## src/rtl/act_pkg.sv

```systemverilog
// act_pkg: shared types and constants for the activation writeback stage
package act_pkg;
  typedef enum logic [1:0] {BYPASS = 2'd0, RELU = 2'd1, GELU = 2'd2} act_mode_e;
  typedef enum logic [1:0] {IDLE = 2'd0, RUN = 2'd1, DONE = 2'd2} act_state_e;
  localparam logic [4:0] FP16_SAT_EXP = 5'd17;
  localparam logic [15:0] FP16_ZERO = 16'h0000;
endpackage

```

## src/rtl/act_lane.sv

```systemverilog
// act_lane: per-lane LUT address/sign register and S2 result select
module act_lane
  import act_pkg::*;
#(
  parameter int LUT_AW = 12
) (
  input  logic              clk,
  input  logic              rst,
  input  logic              ld_i,
  input  logic              adv_i,
  input  act_mode_e         mode_i,
  input  logic [15:0]       x_i,
  input  logic [15:0]       rdata_i,
  output logic [LUT_AW-1:0] addr_o,
  output logic              sign_o,
  output logic [15:0]       res_o
);
  logic [15:0] x1_q, x2_q, relu;
  logic [LUT_AW-1:0] addr_q;
  logic sign_q, sat;
  always_ff @(posedge clk) begin
    if (rst) begin
      x1_q <= '0;
      x2_q <= '0;
      addr_q <= '0;
      sign_q <= 1'b0;
    end else begin
      if (ld_i) begin
        x1_q <= x_i;
        addr_q <= x_i[14 -: LUT_AW];
        sign_q <= x_i[15];
      end
      if (adv_i) x2_q <= x1_q;
    end
  end
  assign addr_o = addr_q;
  assign sign_o = sign_q;
  // |x| >= 4.0 lies outside the tables, so GELU collapses to ReLU there
  assign sat = x2_q[14:10] >= FP16_SAT_EXP;
  assign relu = x2_q[15] ? FP16_ZERO : x2_q;
  assign res_o = (mode_i == GELU && !sat) ? rdata_i : (mode_i == BYPASS) ? x2_q : relu;
endmodule

```

## src/rtl/act_lut_stage.sv

```systemverilog
// act_lut_stage: activation (bypass/ReLU/GELU LUT) and packed output-SRAM writeback
module act_lut_stage
  import act_pkg::*;
#(
  parameter int LANES  = 4,
  parameter int LUT_AW = 12,
  parameter int OUT_AW = 13
) (
  input  logic                    clk,
  input  logic                    rst,
  input  logic                    start,
  input  logic [1:0]              cfg_mode,
  input  logic [OUT_AW-1:0]       cfg_len,
  input  logic                    in_valid,
  output logic                    in_ready,
  input  logic [LANES*16-1:0]     in_data,
  output logic [LANES*LUT_AW-1:0] lut_addr,
  output logic [LANES-1:0]        lut_sign,
  input  logic [LANES*16-1:0]     lut_rdata,
  output logic                    wr_en,
  output logic [OUT_AW-1:0]       wr_addr,
  output logic [31:0]             wr_data,
  output logic                    busy,
  output logic                    done
);
  localparam int N = LANES / 2;
  localparam int CW = $clog2(N + 1);
  localparam logic [OUT_AW:0] NW = (OUT_AW + 1)'(N);
  act_state_e state_q, state_d;
  act_mode_e mode_q;
  logic [OUT_AW:0] len_q, issued_q, written_q, written_d, rem;
  logic [OUT_AW-1:0] addr_q;
  logic s1_vld_q, s2_vld_q, hs;
  logic [CW-1:0] s1_cnt_q, s2_cnt_q, ser_cnt_q, vec_cnt;
  logic [LANES*16-1:0] ser_q, res;
  // the last vector of a job may carry fewer than N live words
  assign rem = len_q - issued_q;
  assign vec_cnt = rem < NW ? rem[CW-1:0] : CW'(N);
  assign in_ready = state_q == RUN && !s1_vld_q && !s2_vld_q && ser_cnt_q <= CW'(1) && issued_q < len_q;
  assign hs = in_valid && in_ready;
  assign wr_en = ser_cnt_q != '0;
  assign wr_data = ser_q[31:0];
  assign wr_addr = addr_q;
  assign busy = state_q != IDLE;
  assign done = state_q == DONE;
  assign written_d = written_q + {{OUT_AW{1'b0}}, wr_en};
  always_comb begin
    state_d = state_q == IDLE ? (start ? RUN : IDLE) :
              state_q == RUN  ? (written_d == len_q ? DONE : RUN) : IDLE;
  end
  always_ff @(posedge clk) begin
    if (rst) begin
      state_q <= IDLE;
      mode_q <= BYPASS;
      len_q <= '0;
      issued_q <= '0;
      written_q <= '0;
      addr_q <= '0;
      s1_vld_q <= 1'b0;
      s2_vld_q <= 1'b0;
      s1_cnt_q <= '0;
      s2_cnt_q <= '0;
      ser_cnt_q <= '0;
      ser_q <= '0;
    end else begin
      state_q <= state_d;
      s1_vld_q <= hs;
      s2_vld_q <= s1_vld_q;
      s1_cnt_q <= vec_cnt;
      s2_cnt_q <= s1_cnt_q;
      if (state_q == IDLE && start) begin
        mode_q <= cfg_mode == 2'd1 ? RELU : cfg_mode == 2'd2 ? GELU : BYPASS;
        len_q <= {1'b0, cfg_len};
        issued_q <= '0;
        written_q <= '0;
        addr_q <= '0;
      end else begin
        if (hs) issued_q <= issued_q + NW;
        written_q <= written_d;
        if (wr_en) addr_q <= addr_q + 1'b1;
      end
      if (s2_vld_q) begin
        ser_q <= res;
        ser_cnt_q <= s2_cnt_q;
      end else if (wr_en) begin
        ser_q <= ser_q >> 32;
        ser_cnt_q <= ser_cnt_q - 1'b1;
      end
    end
  end
  for (genvar i = 0; i < LANES; i++) begin : g_lane
    act_lane #(.LUT_AW(LUT_AW)) u_lane (
      .clk    (clk),
      .rst    (rst),
      .ld_i   (hs),
      .adv_i  (s1_vld_q),
      .mode_i (mode_q),
      .x_i    (in_data[16*i +: 16]),
      .rdata_i(lut_rdata[16*i +: 16]),
      .addr_o (lut_addr[LUT_AW*i +: LUT_AW]),
      .sign_o (lut_sign[i]),
      .res_o  (res[16*i +: 16])
    );
  end
endmodule

```

## config.mk

```make
export PLATFORM = sky130hd
export DESIGN_NAME = act_lut_stage
export DESIGN_NICKNAME = d
export VERILOG_FILES = /design/src/rtl/act_pkg.sv /design/src/rtl/act_lane.sv /design/src/rtl/act_lut_stage.sv
export SDC_FILE = /design/constraint.sdc
export NUM_CORES = 1
export LEC_CHECK = 0
export BUFFER_PORTS_ARGS = -buffer_cell sky130_fd_sc_hd__buf_2
export CAP_MARGIN = 40
export CORE_MARGIN = 10
export CORE_UTILIZATION = 35
export CTS_CLUSTER_SIZE = 16
export DETAILED_ROUTE_END_ITERATION = 10
export MAX_ROUTING_LAYER = met4
export PLACE_DENSITY = 0.66
export SLEW_MARGIN = 10
export SYNTH_ARGS = -nofsm -noshare
export SYNTH_HDL_FRONTEND = slang
export SYNTH_SLANG_ARGS = --single-unit
```

## constraint.sdc

```tcl
create_clock -name clk -period 2.9 [get_ports clk]
set_input_delay 0.145 -clock clk [delete_from_list [all_inputs] [get_ports clk]]
set_output_delay 0.145 -clock clk [all_outputs]
set_load 0.03 [all_outputs]
```

==> results of run 1 <==
[repair_timing]
| item | in CTS | in global routing |
|---|---|---|
| pin swaps | 1 | 0 |
| endpoints found under the hold margin | 139 | 0 |
| hold buffers | 141 | 0 |
| endpoints found under the setup margin | 1 | 57 |
| resized for setup | 0 | 3 |
| setup buffers | 1 | 0 |
[cells by family after synthesis]
logic type | after synthesis | share of synthesized area
buffers and inverters | 213 | 0.0892
AOI/OAI and AO/OA | 221 | 0.113
DFF | 257 | 0.395
muxes | 146 | 0.112
and+or+nand+nor | 656 | 0.243
adders and majority gates | 19 | 0.0188
xor gates and xnor gates | 36 | 0.0284
[worst max-delay path by stage]
stage	end	slack, ns	cells after the start
floorplan	state_q[0]$_SDFF_PP0_	0.05	13
global placement	s1_vld_q$_SDFF_PP0_	0.26	8
detailed placement	g_lane[1].u_lane.x1_q[7]$_SDFFE_PP0P_	0.21	8
CTS	in_ready	0.06	7
global route	in_ready	0.002	8
finish	in_ready	0.15	8
[final cells by class]
class / instances / area [µm²] / area share
Sequential cell: 257 / 5150 / 0.311
Clock inverter: 15 / 219 / 0.0132
Clock buffer: 41 / 863 / 0.0521
Timing Repair Buffer: 410 / 2860 / 0.172
Tap cell: 468 / 586 / 0.0353
Inverter: 26 / 103 / 0.00619
Antenna cell: 2 / 5.00 / 0.000302
Multi-Input combinational cell: 1078 / 6790 / 0.410
[layer usage]
metal | up-vias | share of wire
li1 | 5696 | -
met1 | 5279 | 0.48
met2 | 337 | 0.43
met3 | 79 | 0.052
met4 | 0 | 0.033
met5 | - | 0
[per-stage QoR]
stage / worst slack (ns) / instance area, µm² / std cells / total power (W) / hold slack (ns)
after detailed placement: 0.206 / 14100 / 2097 / 0.00557 / 0.396
after floorplan: 0.0473 / 13100 / 1548 / 0.00518 / 0.281
after global placement: 0.261 / 14000 / 2096 / 0.00555 / 0.393
final: 0.145 / 16600 / 2297 / 0.00973 / 0.0458
after global routing: 0.00150 / 16600 / 2295 / 0.0102 / 0.0539
after CTS: 0.0581 / 16600 / 2295 / 0.00983 / 0.000635
[worst reg2reg max path: cells and delay by family (launching register included)]
family	cells	cell delay, ns
AOI/OAI and AO/OA	3	0.64
buffers and inverters	3	0.56
and+or+nand+nor	2	0.45
adders and majority gates	1	0.37
DFF	1	0.36
muxes	1	0.29
[synth_stat cells, types with 4 or more instances]
cell type,instances
o21ai_1,24
buf_1,10
inv_1,26
a21oi_1,66
buf_2,4
o21ai_0,17
a211oi_1,42
buf_4,87
nand2_1,198
nand2b_1,134
xnor2_1,15
nand3b_1,4
nand3_1,46
a31oi_1,4
or3_1,6
xor2_1,17
nor2_1,171
nor4_1,5
mux2i_1,145
ha_1,18
or4_1,4
xnor3_1,4
buf_6,4
and2_1,5
clkbuf_1,82
nand4_1,9
nor2b_1,48
dfxtp_1,257
a311oi_1,30
nor3_1,11
[cell usage in the layout (no fill, tap or decap), drive strengths merged, types with 41 or more instances in the layout]
cell and count:
buf 269, a211oi 42, nor2b 48, mux2i 145, clkbuf 41, a21oi 67
dlygate4sd3 141, nand3 46, nand2 198, nor2 172, nand2b 134, o21ai 41
dfxtp 257
[power by group]
part | total, W | internal (W) | switching, W
logic | 0.00187 | 0.000735 | 0.00113
clock network | 0.00407 | 0.00253 | 0.00154
registers | 0.00380 | 0.00367 | 0.000132
total | 0.00973 | 0.00693 | 0.00280
[registers in the layout, indices dropped and copies added (netlist names)]
name and flops:
g_lane.u_lane.x1_q 64, s1_cnt_q 2, s2_cnt_q 2, g_lane.u_lane.x2_q 64, s1_vld_q 1, issued_q 13, mode_q 2, ser_cnt_q 2
len_q 13, written_q 14, wr_addr 13, ser_q 64, state_q 2, s2_vld_q 1
==> results.toml, run 1 <==
[run_status]
status = "finished, final reports clean"

[synth]
synthFlopType = "dfxtp_1"
yosys_warnings = 0
synth_edf_count = 0
async_flop_share = 0
yosysTopAreaCellShare = 0.395
synth_seq_cells = 257
ys_seq_area_frac = 0.395
syn-num-nets = 1714
synth_top_cell_by_area = "dfxtp_1"
yosys-top-cells-area = "dfxtp_1, mux2i_1, nand2b_1"
synth_cells = 1548
post_synth_instance_area_um2 = 13000
synthDistinctLibCells = 66
syn_avg_cell_area_um2 = 8.41

[floorplan]
rows = 70
coreArea_um2 = 36700
die-width_um = 213
ios = 248
die-area_um2 = 45300
initial_core_util = 0.355
die-height_um = 213

[setup_path]
start_kind = "flop"
r2r_cells = 10
cp_cell_sequence = "inv_1 > ha_1 > nand2_1 > nor2_1 > a21boi_2 > o311ai_4 > a21oi_1 > buf_2"
rr_endpoint = "g_lane[0].u_lane.x1_q[1]$_SDFFE_PP0P_"
r2r-start = "issued_q[8]$_SDFFE_PP0P_"
critPathLaunch = "issued_q[8]$_SDFFE_PP0P_"
cp_data_arrival_time_ns = 2.61
critPathSlowestCell = "ha_1"
worstPathMaxFanout = 6
path_delay_family = "compound AO/OA/AOI/OAI gates"
r2r_setup_slack_ns = 0.17
critPathRequiredTime_ns = 2.76
crit_buf_inv = 2
slowest_delay_ns = 0.37
critPathKind = "reg -> out"
cp-end-kind = "primary output"

[power]
p_leak_nw = 6.37
ir_drop_mv = 0.383
powerDensity_nw_per_um2 = 587

[drt]
wl_per_cell_um = 17.1
num_vias = 11400
drtPass1Iterations = 7
post-route-drc-count = 0
ant_nets = 0
routed_wl_um = 39400
viasPerCell = 4.96
drt_iter0_drc = 722

[cells_and_area]
post-route-util = 0.452
fillCellCount = 3423
drive_gt1_frac = 0.186
nets = 1969
areaGrowthSynthToFinish_pct = 27.2

[global_routing]
grt.overflow.total = 0
grt_pass1_wl_um = 60800
grt_usage = 0.170
antenna_found_initial = 0
grt_max_degree = 96
use_met3 = 0.0261
use_met2 = 0.244
busiest_layer = "met2"
grt_pass1_vias = 10900
grt_use_met1 = 0.237

[timing]
tightest_slew_ns = 0.863
fmax_mhz = 363
hold_viol = 0
drv_slew = 0
rsz0062_at_grt = "false"
fin_crit_sh = 0.950
min_period_ns = 2.75
setup_viol = 0
slew_headroom = 0.425
fin_tns_setup_ns = 0
finClkSkew_ns = 0.0183

[hold_path]
min_delay_path_depth = 5
hold_start = "lut_rdata[62]"
holdPathEnd = "ser_q[62]$_SDFFE_PP0P_"
min_path_type = "in -> reg"

[clock_network]
cts.sinks = 257
cts_tree = "built"
numCtsBuffers = 30
cts_max_path_buffers = 3
htreeDepth = 1
clk_pin_slew_ns = 0.06
clock_latency_ns = 0.56
cts_root_buffer = "clkbuf_16"

[place]
gp_congestion = 0.901
post-dp-hpwl_um = 27100
io_buffers = 247

[flow_run]
maxCapViolations = 0
No activity file was read; power rests on OpenSTA's default activity.
==> run 2: changes to the inputs <==
CORE_UTILIZATION = 51   (was 35)
PLACE_DENSITY = 0.86   (was 0.66)
SLEW_MARGIN = default   (was 10)
==> results.toml, run 2 (synthesis gave the netlist of run 1 again) <==
[global_routing]
antenna_found_initial = 4
grt.overflow.total = 0
grt_usage = 0.238
grt_pass1_vias = 11700
grt_max_degree = 159
grt_pass1_wl_um = 62900

[setup_path]
critPathKind = "reg -> reg"
cp_data_arrival_time_ns = 3.22
worstPathMaxFanout = 17
rr_endpoint = "g_lane[2].u_lane.x1_q[11]$_SDFFE_PP0P_"
start_kind = "flop"
r2r-start = "issued_q[8]$_SDFFE_PP0P_"
r2r_cells = 11
critPathRequiredTime_ns = 3.36
cp-end-kind = "flop"
r2r_setup_slack_ns = 0.14

[clock_network]
numCtsBuffers = 28
cts_root_buffer = "clkbuf_16"
clk_pin_slew_ns = 0.06
cts.sinks = 257
cts_max_path_buffers = 3
clock_latency_ns = 0.54
cts_tree = "built"
htreeDepth = 1

[hold_path]
min_delay_path_depth = 5
hold_start = "lut_rdata[33]"
min_path_type = "in -> reg"
holdPathEnd = "ser_q[33]$_SDFFE_PP0P_"

[drt]
post-route-drc-count = 0
num_vias = 11900
viasPerCell = 5.51
wl_per_cell_um = 18.9
ant_nets = 0
drt_iter0_drc = 977
routed_wl_um = 40700
drtPass1Iterations = 6

[timing]
rsz0062_at_grt = "false"
fin_tns_setup_ns = 0
fin_crit_sh = 0.951
hold_ws_ns = 0.0427
setup_viol = 0
slew_headroom = 0.379
tightest_slew_ns = 0.925
min_period_ns = 2.76
fmax_mhz = 363
finClkSkew_ns = 0.00916
drv_slew = 0
hold_viol = 0

[power]
ir_drop_mv = 0.557
fin_total_pwr_w = 0.00943
powerDensity_nw_per_um2 = 578
p_leak_nw = 6.29

[floorplan]
die-width_um = 180
coreArea_um2 = 25200
rows = 58
die-height_um = 180
die-area_um2 = 32300
initial_core_util = 0.517
ios = 248

[cells_and_area]
fillCellCount = 1909
nets = 1965
most-common-layout-cells = "dfxtp_1, buf_2, nand2_1"
final_common_cell = "dfxtp_1"
top_regs = "g_lane.u_lane.x1_q x64, g_lane.u_lane.x2_q x64, ser_q x64"
areaGrowthSynthToFinish_pct = 25.2
drive_gt1_frac = 0.189
post-route-util = 0.648

[place]
post-dp-hpwl_um = 25300
io_buffers = 247
gp_congestion = 0.963

[flow_run]
maxCapViolations = 0

[run_status]
status = "finished, final reports clean"
run 2: worst max-delay path by stage:
stage | end | slack [ns] | start
4_1_cts | g_lane[0].u_lane.x1_q[5]$_SDFFE_PP0P_ | 0.03 | issued_q[8]$_SDFFE_PP0P_
6_report | g_lane[2].u_lane.x1_q[11]$_SDFFE_PP0P_ | 0.14 | issued_q[8]$_SDFFE_PP0P_
5_1_grt | in_ready | 0.03 | issued_q[2]$_SDFFE_PP0P_
3_5_place_dp | g_lane[3].u_lane.x1_q[6]$_SDFFE_PP0P_ | 0.08 | issued_q[8]$_SDFFE_PP0P_
3_3_place_gp | g_lane[1].u_lane.x1_q[3]$_SDFFE_PP0P_ | 0.21 | issued_q[8]$_SDFFE_PP0P_
2_1_floorplan | state_q[0]$_SDFF_PP0_ | 0.05 | ser_cnt_q[0]$_SDFFE_PP0P_
run 2: what timing repair did:
| action | CTS | global route |
|---|---|---|
| endpoints found under the setup margin | 1 | 69 |
| setup buffers | 4 | 5 |
| gates cloned | 0 | 2 |
| endpoints found under the hold margin | 143 | 0 |
| gates resized for setup | 0 | 10 |
| hold buffers | 130 | 0 |
| pin swaps | 1 | 2 |
run 2: power breakdown:
part           total [W]  switching (W)  internal, W
clock network    0.00362        0.00149      0.00214
registers        0.00380       0.000136      0.00367
logic            0.00200        0.00119     0.000813
run 2: layout make-up:
type	instances	area [µm²]	share of cell area
multi-input cells	1078	6790	0.416
flip-flops and latches	257	5150	0.316
repair buffers	408	2900	0.178
clock buffers	41	820	0.0503
well taps	330	413	0.0253
clock inverters	10	121	0.00744
inverters	26	103	0.00629
diodes	4	10.0	0.000614
run 2: worst max-delay path, stage by stage (launching register included):
cell and delay (ns):
dfxtp_1 0.35, inv_1 0.09, ha_1 0.43, nand2_1 0.18, nor2_2 0.22, a21boi_2 0.25, o311ai_4 0.13, buf_4 0.19
a21oi_4 0.18, buf_12 0.15, buf_8 0.26, mux2i_1 0.24
run 2: metal layers:
layer | part of all wire | up-vias | global-route usage | routed length, µm
li1 | - | 5677 | - | -
met1 | 0.44 | 5458 | 0.297 | 17700
met2 | 0.45 | 564 | 0.372 | 18500
met3 | 0.062 | 159 | 0.0367 | 2530
met4 | 0.049 | 0 | 0.111 | 1980
met5 | 0 | - | - | 0
run 2: stage by stage:
stage | worst slack [ns] | instance area, µm² | instances
2_1_floorplan | 0.0473 | 13100 | 1548
3_3_place_gp | 0.209 | 13800 | 1954
3_5_place_dp | 0.0793 | 13900 | 1958
4_1_cts | 0.0284 | 16200 | 2143
5_1_grt | 0.0318 | 16300 | 2154
6_report | 0.143 | 16300 | 2154
